### src/rtl/rst_seq_pkg.sv
// Shared definitions for the reset sequencer: FSM encoding, parameter limits
// and a small helper for sizing counters.
package rst_seq_pkg;

  localparam int STATE_W = 2;

  typedef enum logic [STATE_W-1:0] {
    WAIT_SYNC = 2'd0,
    HOLD      = 2'd1,
    RELEASE   = 2'd2,
    DONE      = 2'd3
  } rst_state_e;

  localparam int NUM_STAGES_MIN  = 1;
  localparam int NUM_STAGES_MAX  = 16;
  localparam int SYNC_STAGES_MIN = 2;

  function automatic int max_int(input int a, input int b);
    return (a > b) ? a : b;
  endfunction

endpackage

### src/rtl/reset_sync_chain.sv
// Reset synchroniser: asserts asynchronously, releases after SYNC_STAGES
// rising clock edges with rstn held high.
module reset_sync_chain
  import rst_seq_pkg::*;
#(
  parameter int SYNC_STAGES = 2
) (
  input  logic clk,
  input  logic rstn,
  output logic rstn_sync
);

  if (SYNC_STAGES < SYNC_STAGES_MIN) begin : g_bad_sync_stages
    $error("reset_sync_chain: SYNC_STAGES must be >= %0d", SYNC_STAGES_MIN);
  end

  logic [SYNC_STAGES-1:0] chain_q;

  always_ff @(posedge clk or negedge rstn) begin
    if (!rstn) begin
      chain_q <= '0;
    end else begin
      chain_q <= {chain_q[SYNC_STAGES-2:0], 1'b1};
    end
  end

  assign rstn_sync = chain_q[SYNC_STAGES-1];

endmodule

### src/rtl/reset_release_seq.sv
// Domain reset sequencer: synchronises the board reset, then releases
// NUM_STAGES domain resets in index order, with a software re-reset handshake.
module reset_release_seq
  import rst_seq_pkg::*;
#(
  parameter int SYNC_STAGES = 2,
  parameter int NUM_STAGES  = 4,
  parameter int HOLD_CYCLES = 16,
  parameter int GAP_CYCLES  = 4
) (
  input  logic                  clk,
  input  logic                  rstn,
  input  logic                  soft_req,
  output logic                  soft_ack,
  output logic                  rstn_sync,
  output logic [NUM_STAGES-1:0] stage_rstn,
  output logic                  rst_done
);

  if (NUM_STAGES < NUM_STAGES_MIN || NUM_STAGES > NUM_STAGES_MAX) begin : g_bad_num_stages
    $error("reset_release_seq: NUM_STAGES out of range");
  end
  if (HOLD_CYCLES < 1 || GAP_CYCLES < 1) begin : g_bad_cycles
    $error("reset_release_seq: HOLD_CYCLES and GAP_CYCLES must be >= 1");
  end

  localparam int CNT_W = $clog2(max_int(HOLD_CYCLES, GAP_CYCLES) + 1);
  localparam int IDX_W = $clog2(NUM_STAGES) + 1;

  localparam logic [CNT_W-1:0] HOLD_LAST = CNT_W'(HOLD_CYCLES - 1);
  localparam logic [CNT_W-1:0] GAP_LAST  = CNT_W'(GAP_CYCLES - 1);
  localparam logic [IDX_W-1:0] IDX_LAST  = IDX_W'(NUM_STAGES - 1);

  rst_state_e            state_q;
  logic [CNT_W-1:0]      cnt_q;
  logic [IDX_W-1:0]      idx_q;
  logic [NUM_STAGES-1:0] stage_q;
  logic                  done_q;
  logic                  ack_q;
  logic                  sync_rstn;

  reset_sync_chain #(
    .SYNC_STAGES(SYNC_STAGES)
  ) u_sync (
    .clk      (clk),
    .rstn     (rstn),
    .rstn_sync(sync_rstn)
  );

  // The edge where the synchroniser releases is E0 itself, so the first
  // WAIT_SYNC cycle that sees it high already counts as hold cycle 0.
  logic             hold_tick;
  logic [CNT_W-1:0] hold_cnt;

  assign hold_tick = (state_q == HOLD) || ((state_q == WAIT_SYNC) && sync_rstn);
  assign hold_cnt  = (state_q == HOLD) ? cnt_q : '0;

  always_ff @(posedge clk or negedge rstn) begin
    if (!rstn) begin
      state_q <= WAIT_SYNC;
      cnt_q   <= '0;
      idx_q   <= '0;
      stage_q <= '0;
      done_q  <= 1'b0;
      ack_q   <= 1'b0;
    end else begin
      ack_q <= 1'b0;
      case (state_q)
        WAIT_SYNC, HOLD: begin
          if (hold_tick) begin
            if (hold_cnt == HOLD_LAST) begin
              stage_q <= NUM_STAGES'(1);
              cnt_q   <= '0;
              idx_q   <= IDX_W'(1);
              if (NUM_STAGES == 1) begin
                state_q <= DONE;
                done_q  <= 1'b1;
              end else begin
                state_q <= RELEASE;
              end
            end else begin
              cnt_q   <= hold_cnt + 1'b1;
              state_q <= HOLD;
            end
          end
        end
        RELEASE: begin
          if (cnt_q == GAP_LAST) begin
            stage_q <= stage_q | (NUM_STAGES'(1) << idx_q);
            cnt_q   <= '0;
            idx_q   <= idx_q + 1'b1;
            if (idx_q == IDX_LAST) begin
              state_q <= DONE;
              done_q  <= 1'b1;
            end
          end else begin
            cnt_q <= cnt_q + 1'b1;
          end
        end
        DONE: begin
          // Accepting a soft request makes this edge the new E0.
          if (soft_req) begin
            stage_q <= '0;
            done_q  <= 1'b0;
            ack_q   <= 1'b1;
            cnt_q   <= '0;
            idx_q   <= '0;
            state_q <= HOLD;
          end
        end
        default: state_q <= WAIT_SYNC;
      endcase
    end
  end

  assign soft_ack   = ack_q;
  assign rstn_sync  = sync_rstn;
  assign stage_rstn = stage_q;
  assign rst_done   = done_q;

endmodule

### config.mk
export PLATFORM = sky130hd
export DESIGN_NAME = reset_release_seq
export DESIGN_NICKNAME = d
export VERILOG_FILES = /design/src/rtl/rst_seq_pkg.sv /design/src/rtl/reset_sync_chain.sv /design/src/rtl/reset_release_seq.sv
export SDC_FILE = /design/constraint.sdc
export NUM_CORES = 1
export LEC_CHECK = 0
export ABC_AREA = 1
export CAP_MARGIN = 40
export CORE_ASPECT_RATIO = 2
export CORE_MARGIN = 5
export CORE_UTILIZATION = 40
export CTS_CLUSTER_SIZE = 25
export DETAILED_ROUTE_END_ITERATION = 16
export GPL_TIMING_DRIVEN = 0
export SYNTH_ARGS = -nofsm -noshare
export SYNTH_HDL_FRONTEND = slang
export SYNTH_SLANG_ARGS = --single-unit
### constraint.sdc
create_clock -name clk -period 4.5 [get_ports clk]
set_input_delay 0.675 -clock clk [delete_from_list [all_inputs] [get_ports clk]]
set_output_delay 0.675 -clock clk [all_outputs]
set_load 0.1 [all_outputs]
[Yosys cells after proc, flatten, opt, wreduce, memory -nomap -nowiden]
Cells that the tools add are included.
Cells by class
  $add $sub $neg: 3
  equality and inequality tests: 11
  shift-type cells: 1
  muxes and demuxes: 28
  bitwise logic cells: 1
  reductions and logical operators: 9
Operators with widths (count)
  5-bit 2-to-1 mux: 5
  4-bit 2-to-1 mux: 4
  5-bit case mux with 3 select lines: 1
  3-bit 2-to-1 mux: 4
  4-bit case mux with 3 select lines: 1
  4-bit AND reduction: 3
  5-bit by 1-bit adder with 5-bit output (second input constant): 2
  2-bit 2-to-1 mux: 5
  2-bit inequality test (second input constant): 5
  3-bit case mux with 3 select lines: 1
  2-bit case mux with 3 select lines: 1
  5-bit by 2-bit equality test with 1-bit output (second input constant): 1
  5-bit by 4-bit equality test with 1-bit output (second input constant): 1
  1-bit 2-to-1 mux: 5
  2-bit equality test (second input constant): 2
  4-bit OR: 1
  1-bit by 3-bit << shifter with 4-bit output (first input constant): 1
  3-bit by 1-bit adder with 3-bit output (second input constant): 1
  3-bit by 2-bit equality test with 1-bit output (second input constant): 1
  2-bit by 1-bit equality test with 1-bit output (second input constant): 1
  2-bit zero test: 1
  1-bit case mux with 2 select lines: 1
  2-bit AND reduction: 1
  2-bit nonzero test: 1
  3 further kinds: 3
Storage, ports and cells
  bits in registers: 18
  input bits: 3
  output and inout bits: 7
  word-level logic and storage cells: 60

[Logic depth before layout (Yosys ltp)]
Gate-level depths: netlist of run 1.
  depth in word-level cells: 6
  mapped depth: 11
  depth with buffers taken out: 11

[Modules after synthesis]
Synthesis of run 1 repeated with hierarchy kept, for this count alone.
Unflattened totals
  cells, all modules: 138
  area, all modules: 1082.3 um^2
Modules (own cells, without submodules)
  reset_release_seq: instances 1, cells each 135, area each 1028.5 um^2
  reset_sync_chain: instances 1, cells each 3, area each 53.8 um^2

[Least setup slack after synthesis of run 1]
OpenSTA, ideal clock, no wires.
  path kind: register -> register
  start: reg u_sync.chain_q[1]
  end: reg stage_q[3] (netlist: stage_rstn[3])
  setup time: 122 ps
  arrival: 1657 ps
  setup slack: 2720 ps
  stages on the path, launching flop included: 8
  path buffers: 0
  clock period less this slack: 1780 ps
  path through: dfrtp_1 inv_1 nand2_2 nand2_2 a21oi_4 nand2_4 nand2_1 nand2_1
Between the ends
  cells in the longest elaborated chain, start to end: 4
Ends and longest elaborated chain
  from (decl): RTL line reset_sync_chain.sv:17  | logic [SYNC_STAGES-1:0] chain_q;
  from (signal assigned): RTL line reset_sync_chain.sv:23  | chain_q <= {chain_q[SYNC_STAGES-2:0], 1'b1};
  1-bit logical AND: RTL line reset_release_seq.sv:55  | assign hold_tick = (state_q == HOLD) || ((state_q == WAIT_SYNC) && sync_rstn);
  1-bit logical OR: RTL line reset_release_seq.sv:55
  2-bit inequality test (no line)
  4-bit AND reduction (no line)
  to (signal assigned): RTL line reset_release_seq.sv:89  | stage_q <= stage_q | (NUM_STAGES'(1) << idx_q);
  to (decl): RTL line reset_release_seq.sv:37  | logic [NUM_STAGES-1:0] stage_q;
Every way passes these cells.
A chain may end at the register's enable or synchronous reset.

[Worst setup path in the final report of run 1]
  start: reg stage_q[0] (netlist: stage_rstn[0])
  end: out stage_rstn[0]
RTL lines
  to (decl): RTL line reset_release_seq.sv:16  | output logic [NUM_STAGES-1:0] stage_rstn,
No word-level cell between the ends.

==> results.txt, run 1 <==
The run finished with clean final reports. The count of flip-flops with a built-in enable after synthesis was 0. Entering global routing, the biggest net connects 11 pins. After synthesis, the largest family of logic cells by area is simple AND/OR/NAND/NOR gates. The mean routed wirelength per cell was 12.5 um. The first global-routing pass estimated 4.28 mm of wire. The run gives 0.773 as the last weighted congestion value of the routability-driven placer. During synthesis, Yosys emitted a total of 0 warnings. The die covers 3880 sq um. The tools report the via count of the first global-routing pass as 978. Hold timing on the final database bottoms out at a slack of 0.353 ns.

The number of gates resized after CTS was 0. Between clock sinks in the finished design, the worst skew comes to 0.00126 ns. The largest driver fanout on the critical path is 3, and the number of placement rows is 26.

After detailed routing, the total wire length is 2.37 mm. Destination of the worst register-to-register timing path: stage_rstn[3]$_DFFE_PN0P_. The area share of the largest cell type after synthesis was 0.420; the required time reported for the critical path endpoint was 3.83 ns.

For the number of design-rule violations left by the first detailed-router iteration, the log shows 24. The simple-gate area share of the yosys netlist is 0.338, and the final routed DRC violation total is 0. The startpoint identified for the worst hold timing path is u_sync.chain_q[0]$_DFF_PN0_. The clock net in this run drives a total of 18 sinks. After technology mapping, the gate count stands at 140. 10 I/O pins were placed. The run gives 0 ns as the total negative setup slack. TritonCTS built the clock tree. For the worst flop-to-flop path, the logic depth is 11. The tools report the worst min-delay path endpoint as u_sync.chain_q[1]$_DFF_PN0_. Dividing the detail-routed via count by the number of cells gives 5.05. Dividing the synthesized area by the synthesized cell count gives 7.67 sq um. Sorting the synthesized cells by area gives the leading types as dfrtp_1, nand2_1, ha_1, nor2_1, inv_1.

The run gives 23 as the distinct cell type count of the synthesized netlist. The proportion of register bits with asynchronous set or reset after synthesis is 1.00, and the post-synthesis register bit count is 18. Kind of critical path: register to output pin. Setup violations remaining at the end of the flow were counted as 0. The flip-flop cell with the highest count after synthesis was dfrtp_1. The worst hold path was traced through 0 stages.

The worst register-to-register path begins at state_q[1]$_DFFE_PN0P_. The detail route stage leaves a number of antenna-violating nets equal to 0. STA classifies the critical path startpoint as a register. In this run the tool buffered the top-level ports with 9 buffer cells. The instance area after placement was 1320 sq um; the leakage power of the design was 0.683 nW. The count of pins over their slew limit is 0, and the total global routing track utilization is 0.149.

The total overflow left after global routing is 0. After clock tree synthesis, the clock-pin slew on the worst setup and hold paths is 0.07 ns. The number of failing hold endpoints at the final stage was 0; the initial antenna violation count was 0. The post-route minimum period came out at 2.07 ns. The xor/xnor cell area share of the yosys netlist came out at 0. The commonest cells after synthesis are nand2_1, dfrtp_1, nor2_1.

The post-synth net total was 150. VDD sags by at most 516 uV. The number of H-tree branching levels came out at 1.

Static timing analysis puts the maximum clock frequency at 483 MHz. The final layout contains 172 nets. Number of diodes added for antenna fixing: 0.

The adder and majority cell fraction of the synthesized area came out at 0.0816. The max capacitance violation total came out at 0. The worst setup path is captured at an output pin. Type of the most critical hold path: register to register. The run gives 0.418 as the effective utilization at floorplan. The portion of the clock cycle consumed by the worst path in the final layout is 0.460, and the maximum clock path buffer count is 2. For the sequential-to-total area share from yosys stat, the log shows 0.420. In this run the power density over the cells is 652 nW/um^2.

The clock reaches the later pin of the worst-skew pair after 0.26 ns. The final design instance area without fill came out at 1370 sq um. For this run, the detailed router's first-pass iteration total came to 4.

Setup repair after global routing left no endpoint under its margin. Compared with the post-synthesis result, the final layout area differs by 27.6%. The number of buffers created by CTS is 3, and the placeable core region is 2570 sq um. Summing over every cut layer, the via total after detailed routing is 955. Signal arrival time at the worst endpoint: 1.40 ns.

Setup slack on the worst reg-to-reg path comes out at 2.60 ns. Once the clock tree was built, the setup fixing pass inserted 0 buffers. Mux cell area share after synthesis: 0. Cell taking the most area after synthesis: dfrtp_1.

Detailed placement finished with a half-perimeter wire length of 1.90 mm. The summed instance area of the synthesized netlist is 1070 sq um, and the share of post-route cells with drive strength above 1 is 0.161. The fraction of the mapped netlist area in compound gates came out at 0.0839. The floorplan die width came out at 46.6 um. For this design, the CTS-stage hold fixing added 0 buffers. The most instantiated library cell after synthesis was nand2_1.

In this run the clock root is driven by a clkbuf_8. From bottom edge to top edge, the die measures 83.3 um.
==> per-stage QoR <==
stage | total power, mW | utilization | worst slack, ns | cells
3_3_place_gp | 0.718 | 0.466 | 2.31 | 177
4_1_cts | 0.905 | 0.533 | 2.41 | 189
6_report | 0.893 | 0.533 | 2.43 | 189
5_1_grt | 0.974 | 0.533 | 2.36 | 189
3_5_place_dp | 0.767 | 0.512 | 2.41 | 185
2_1_floorplan | 0.619 | - | 2.72 | 140
==> critical path, stage by stage, from the launching register on <==
cell	delay, ns
dfrtp_1	0.38
clkdlybuf4s50_1	0.55
buf_8	0.21
==> cells in the final DEF, fill, tap and decap left out, drive strengths merged, types with 2 or more instances in the layout <==
cell type / n
nand2: 43
nor2: 21
inv: 19
dfrtp: 18
nand3: 13
clkdlybuf4s50: 9
buf: 9
ha: 7
a21oi: 6
o21ai: 4
clkbuf: 4
o211ai: 2
==> state kept, by name (all words and copies together), names as in the netlist <==
signal          cells
cnt_q               5
idx_q               3
rst_done            1
soft_ack            1
stage_rstn          4
state_q             2
u_sync.chain_q      2
==> kinds of logic after synthesis <==
logic type / count (synthesis)
simple gates: 80
buf+inv: 20
flops: 18
compound gates: 14
fa+ha+maj: 7
other cells: 1
==> per-layer routing <==
| metal | part of all wire | vias to the layer above | track usage |
|---|---|---|---|
| li1 | - | 481 | - |
| met1 | 0.36 | 451 | 0.145 |
| met2 | 0.56 | 14 | 0.266 |
| met3 | 0.035 | 9 | 0.0281 |
| met4 | 0.043 | 0 | 0.0856 |
| met5 | 0 | - | 0 |
==> worst max-delay path by stage <==
stage,startpoint,to,slack (ns),depth (start not counted)
finish,stage_rstn[0]$_DFFE_PN0P_,stage_rstn[0],2.43,2
global route,stage_rstn[0]$_DFFE_PN0P_,stage_rstn[0],2.36,2
CTS,stage_rstn[0]$_DFFE_PN0P_,stage_rstn[0],2.41,2
detailed placement,soft_req,stage_rstn[0]$_DFFE_PN0P_,2.41,8
global placement,stage_rstn[0]$_DFFE_PN0P_,stage_rstn[0],2.31,1
floorplan,u_sync.chain_q[1]$_DFF_PN0_,stage_rstn[3]$_DFFE_PN0P_,2.72,7
==> power breakdown <==
part           internal (mW)  leakage (nW)  total [mW]  switching (mW)
Combinational          0.177         0.424       0.505           0.328
Clock                 0.0780        0.0288       0.134          0.0565
Sequential             0.209         0.230       0.254          0.0452
==> cell type report <==
class	instances	area (sq um)
flip-flops and latches	18	450
plain buffers	1	7.51
multi-input cells	102	544
fillers	256	1200
repair buffers	17	206
clock buffers	4	55.1
inverters	19	71.3
well taps	28	35.0
Note: power is estimated with default switching activity, not from simulation.
==> run 2: changes to the inputs <==
==> constraint.sdc (replaced) <==
create_clock -name clk -period 1.9 [get_ports clk]
set_input_delay 0.285 -clock clk [delete_from_list [all_inputs] [get_ports clk]]
set_output_delay 0.285 -clock clk [all_outputs]
set_load 0.1 [all_outputs]
==> results.txt, run 2 (synthesis gave the netlist of run 1 again) <==
The clock-pin slew of the registers on the worst-case setup and hold paths is 0.07 ns (about the same), and the final cell count without fillers is 191 (+1.1%). The count of pins over their slew limit came out at 0 (unchanged). The root buffer cell chosen for the clock tree is clkbuf_8. For the final routed DRC violation total, the log shows 0 (unchanged). The total negative setup slack is 0 ns (unchanged). The aggregate routed wire length came out at 2.40 mm (+1.3%).

The total of buffers placed on input and output ports works out to 9 (unchanged). The residual overflow from global routing was 0 (unchanged). The number of diodes added for antenna fixing is 0 (unchanged). For the last weighted congestion value of the routability-driven placer, the log shows 0.773 (unchanged). The via density per instance was 5.04 (-0.22%); the largest driver fanout on the critical path was 8 (+5). The share of post-route cells with drive strength above 1 was 0.196 (+0.0348). The area overhead of the layout relative to synthesis came out at 30.1%. Setup repair after global routing left no endpoint under its margin. The run gives 0.692 nW (+1.3%) as the leakage power of the design. The setup path with the least slack is of type register to register. The via count of the first global-routing pass is 982 (+0.41%), and the portion of the clock cycle consumed by the worst path in the final layout is 0.912. The logs give 4.29 mm (+0.16%) for the first-pass GRT wire length and 0 (unchanged) for the number of setup violations in the final report. The number of detailed-route iterations in the first pass was 3 (-1); the total global routing track utilization was 0.149 (unchanged).

The tools report the number of top-level pins as 10 (unchanged). TritonCTS built the clock tree. The maximum resistive drop on vdd was 1170 uV (+130%); the source-to-sink clock delay at the later pin of the worst-skew pair was 0.26 ns (about the same). The path class of the tightest hold or removal check is input pin to asynchronous set/reset pin. The number of buffers created by CTS was 3 (unchanged); the number of H-tree branching levels was 1 (unchanged). The max capacitance violation total came out at 0 (unchanged). The initial antenna violation count was 0 (unchanged); the number of design-rule violations left by the first detailed-router iteration was 25 (+4.2%). The overall die height came out at 83.3 um (unchanged).

STA classifies the critical path startpoint as a register. The run gives 18 (unchanged) as the total clock sinks. STA classifies the critical path endpoint as a register. The smallest clock period supported by the final layout is computed as 1.73 ns. The count of nets after finishing is 174 (+1.2%). For the largest net degree at the start of global routing, the log shows 11 (unchanged). The logs give 577 MHz for the fmax and 185 (unchanged) for the number of cells after detailed placement. The logs give 2 (unchanged) for the maximum clock path buffer count and 0 (unchanged) for the number of failing hold endpoints at the final stage. Floorplan die width: 46.6 um (unchanged). The mean routed wirelength per cell was 12.5 um (+0.21%).

Ratio of total power to cell area: 1550 nW/um^2 (+140%). The sum of net half-perimeters after detailed placement was 1.90 mm (unchanged); the remaining number of nets flagged by the antenna check after routing was 0 (unchanged). The most common library cell in the layout ignoring fill and taps was nand2_1.

The run gives 2.06 ns (-1.77 ns) as the required time reported for the critical path endpoint. The most flop-heavy register is cnt_q. The run finished with clean final reports. The placeable core region came out at 2570 sq um (unchanged). In the layout the commonest cells are nand2_1, inv_1, nor2_1, dfrtp_1, nand3_1.

Clock tree skew after final layout: 0.00160 ns (+0.000331 ns). The area enclosed by the die boundary is 3880 sq um (unchanged), and the signal arrival time at the worst endpoint is 1.89 ns (+0.49 ns). For the total via count in the routed design, the log shows 963 (+0.84%).

The flip-flop count of the largest register after layout is 5 (unchanged). The number of placement rows is 26 (unchanged), and the effective utilization at floorplan is 0.418 (unchanged).
-- run 2: worst paths after layout --
kind                                        startpoint                     endpoint  slack (ns)  cells after the start
min in group clk           u_sync.chain_q[0]$_DFF_PN0_  u_sync.chain_q[1]$_DFF_PN0_        0.35                      0
setup / recovery                state_q[1]$_DFFE_PN0P_    stage_rstn[3]$_DFFE_PN0P_        0.17                     11
hold / removal                                    rstn         cnt_q[0]$_DFFE_PN0P_        0.34                      1
setup reg to reg                state_q[1]$_DFFE_PN0P_    stage_rstn[3]$_DFFE_PN0P_        0.17                     11
hold reg to reg            u_sync.chain_q[0]$_DFF_PN0_  u_sync.chain_q[1]$_DFF_PN0_        0.35                      0
max in group asynchronous                         rstn       state_q[1]$_DFFE_PN0P_        1.11                      2
-- run 2: metal layers --
metal	global-route usage	vias up	wire length, um
met5	0	-	0
met3	0.0281	7	70
met2	0.266	12	1400
met4	0.0856	0	82
met1	0.145	453	842
li1	-	491	-
-- run 2: critical path: stages, from the launching register on --
cell     delay [ns]
dfrtp_2        0.43
inv_4          0.12
nand2_2        0.09
nor2_2         0.13
ha_2           0.20
nand2_1        0.06
nor2_2         0.12
nand2_2        0.12
nand2_4        0.14
nand2_4        0.09
nand2_1        0.07
nand2_1        0.04
-- run 2: repair_timing --
action,in CTS,in global routing
hold buffers,0,0
pin swaps,0,5
endpoints found under the setup margin,7,7
gates resized for setup,1,4
setup buffers,0,2
-- run 2: power breakdown --
part | internal [mW] | switching, mW | leakage (nW) | total, mW
combinational | 0.446 | 0.805 | 0.434 | 1.25
sequential | 0.497 | 0.100 | 0.229 | 0.598
clock | 0.185 | 0.138 | 0.0288 | 0.323
total | 1.13 | 1.04 | 0.692 | 2.17
-- run 2: metrics by stage --
step	setup slack, ns	hold WS (ns)	power (mW)	area (sq um)	util
6_report	0.168	0.337	2.17	1400	0.543
5_1_grt	0.00755	0.377	2.36	1400	0.543
4_1_cts	0.0347	0.356	2.15	1370	0.534
3_5_place_dp	0.00603	0.340	1.82	1320	0.512
3_3_place_gp	0.0247	0.336	1.70	1200	0.466
2_1_floorplan	0.120	-0.0106	1.47	1070	-
-- run 2: final cells by class --
| type | instances | area [sq um] |
|---|---|---|
| multi-input cells | 102 | 552 |
| plain buffers | 1 | 7.51 |
| fillers | 251 | 1170 |
| well taps | 28 | 35.0 |
| flip-flops and latches | 18 | 452 |
| inverters | 19 | 73.8 |
| repair buffers | 19 | 221 |
| clock buffers | 4 | 55.1 |
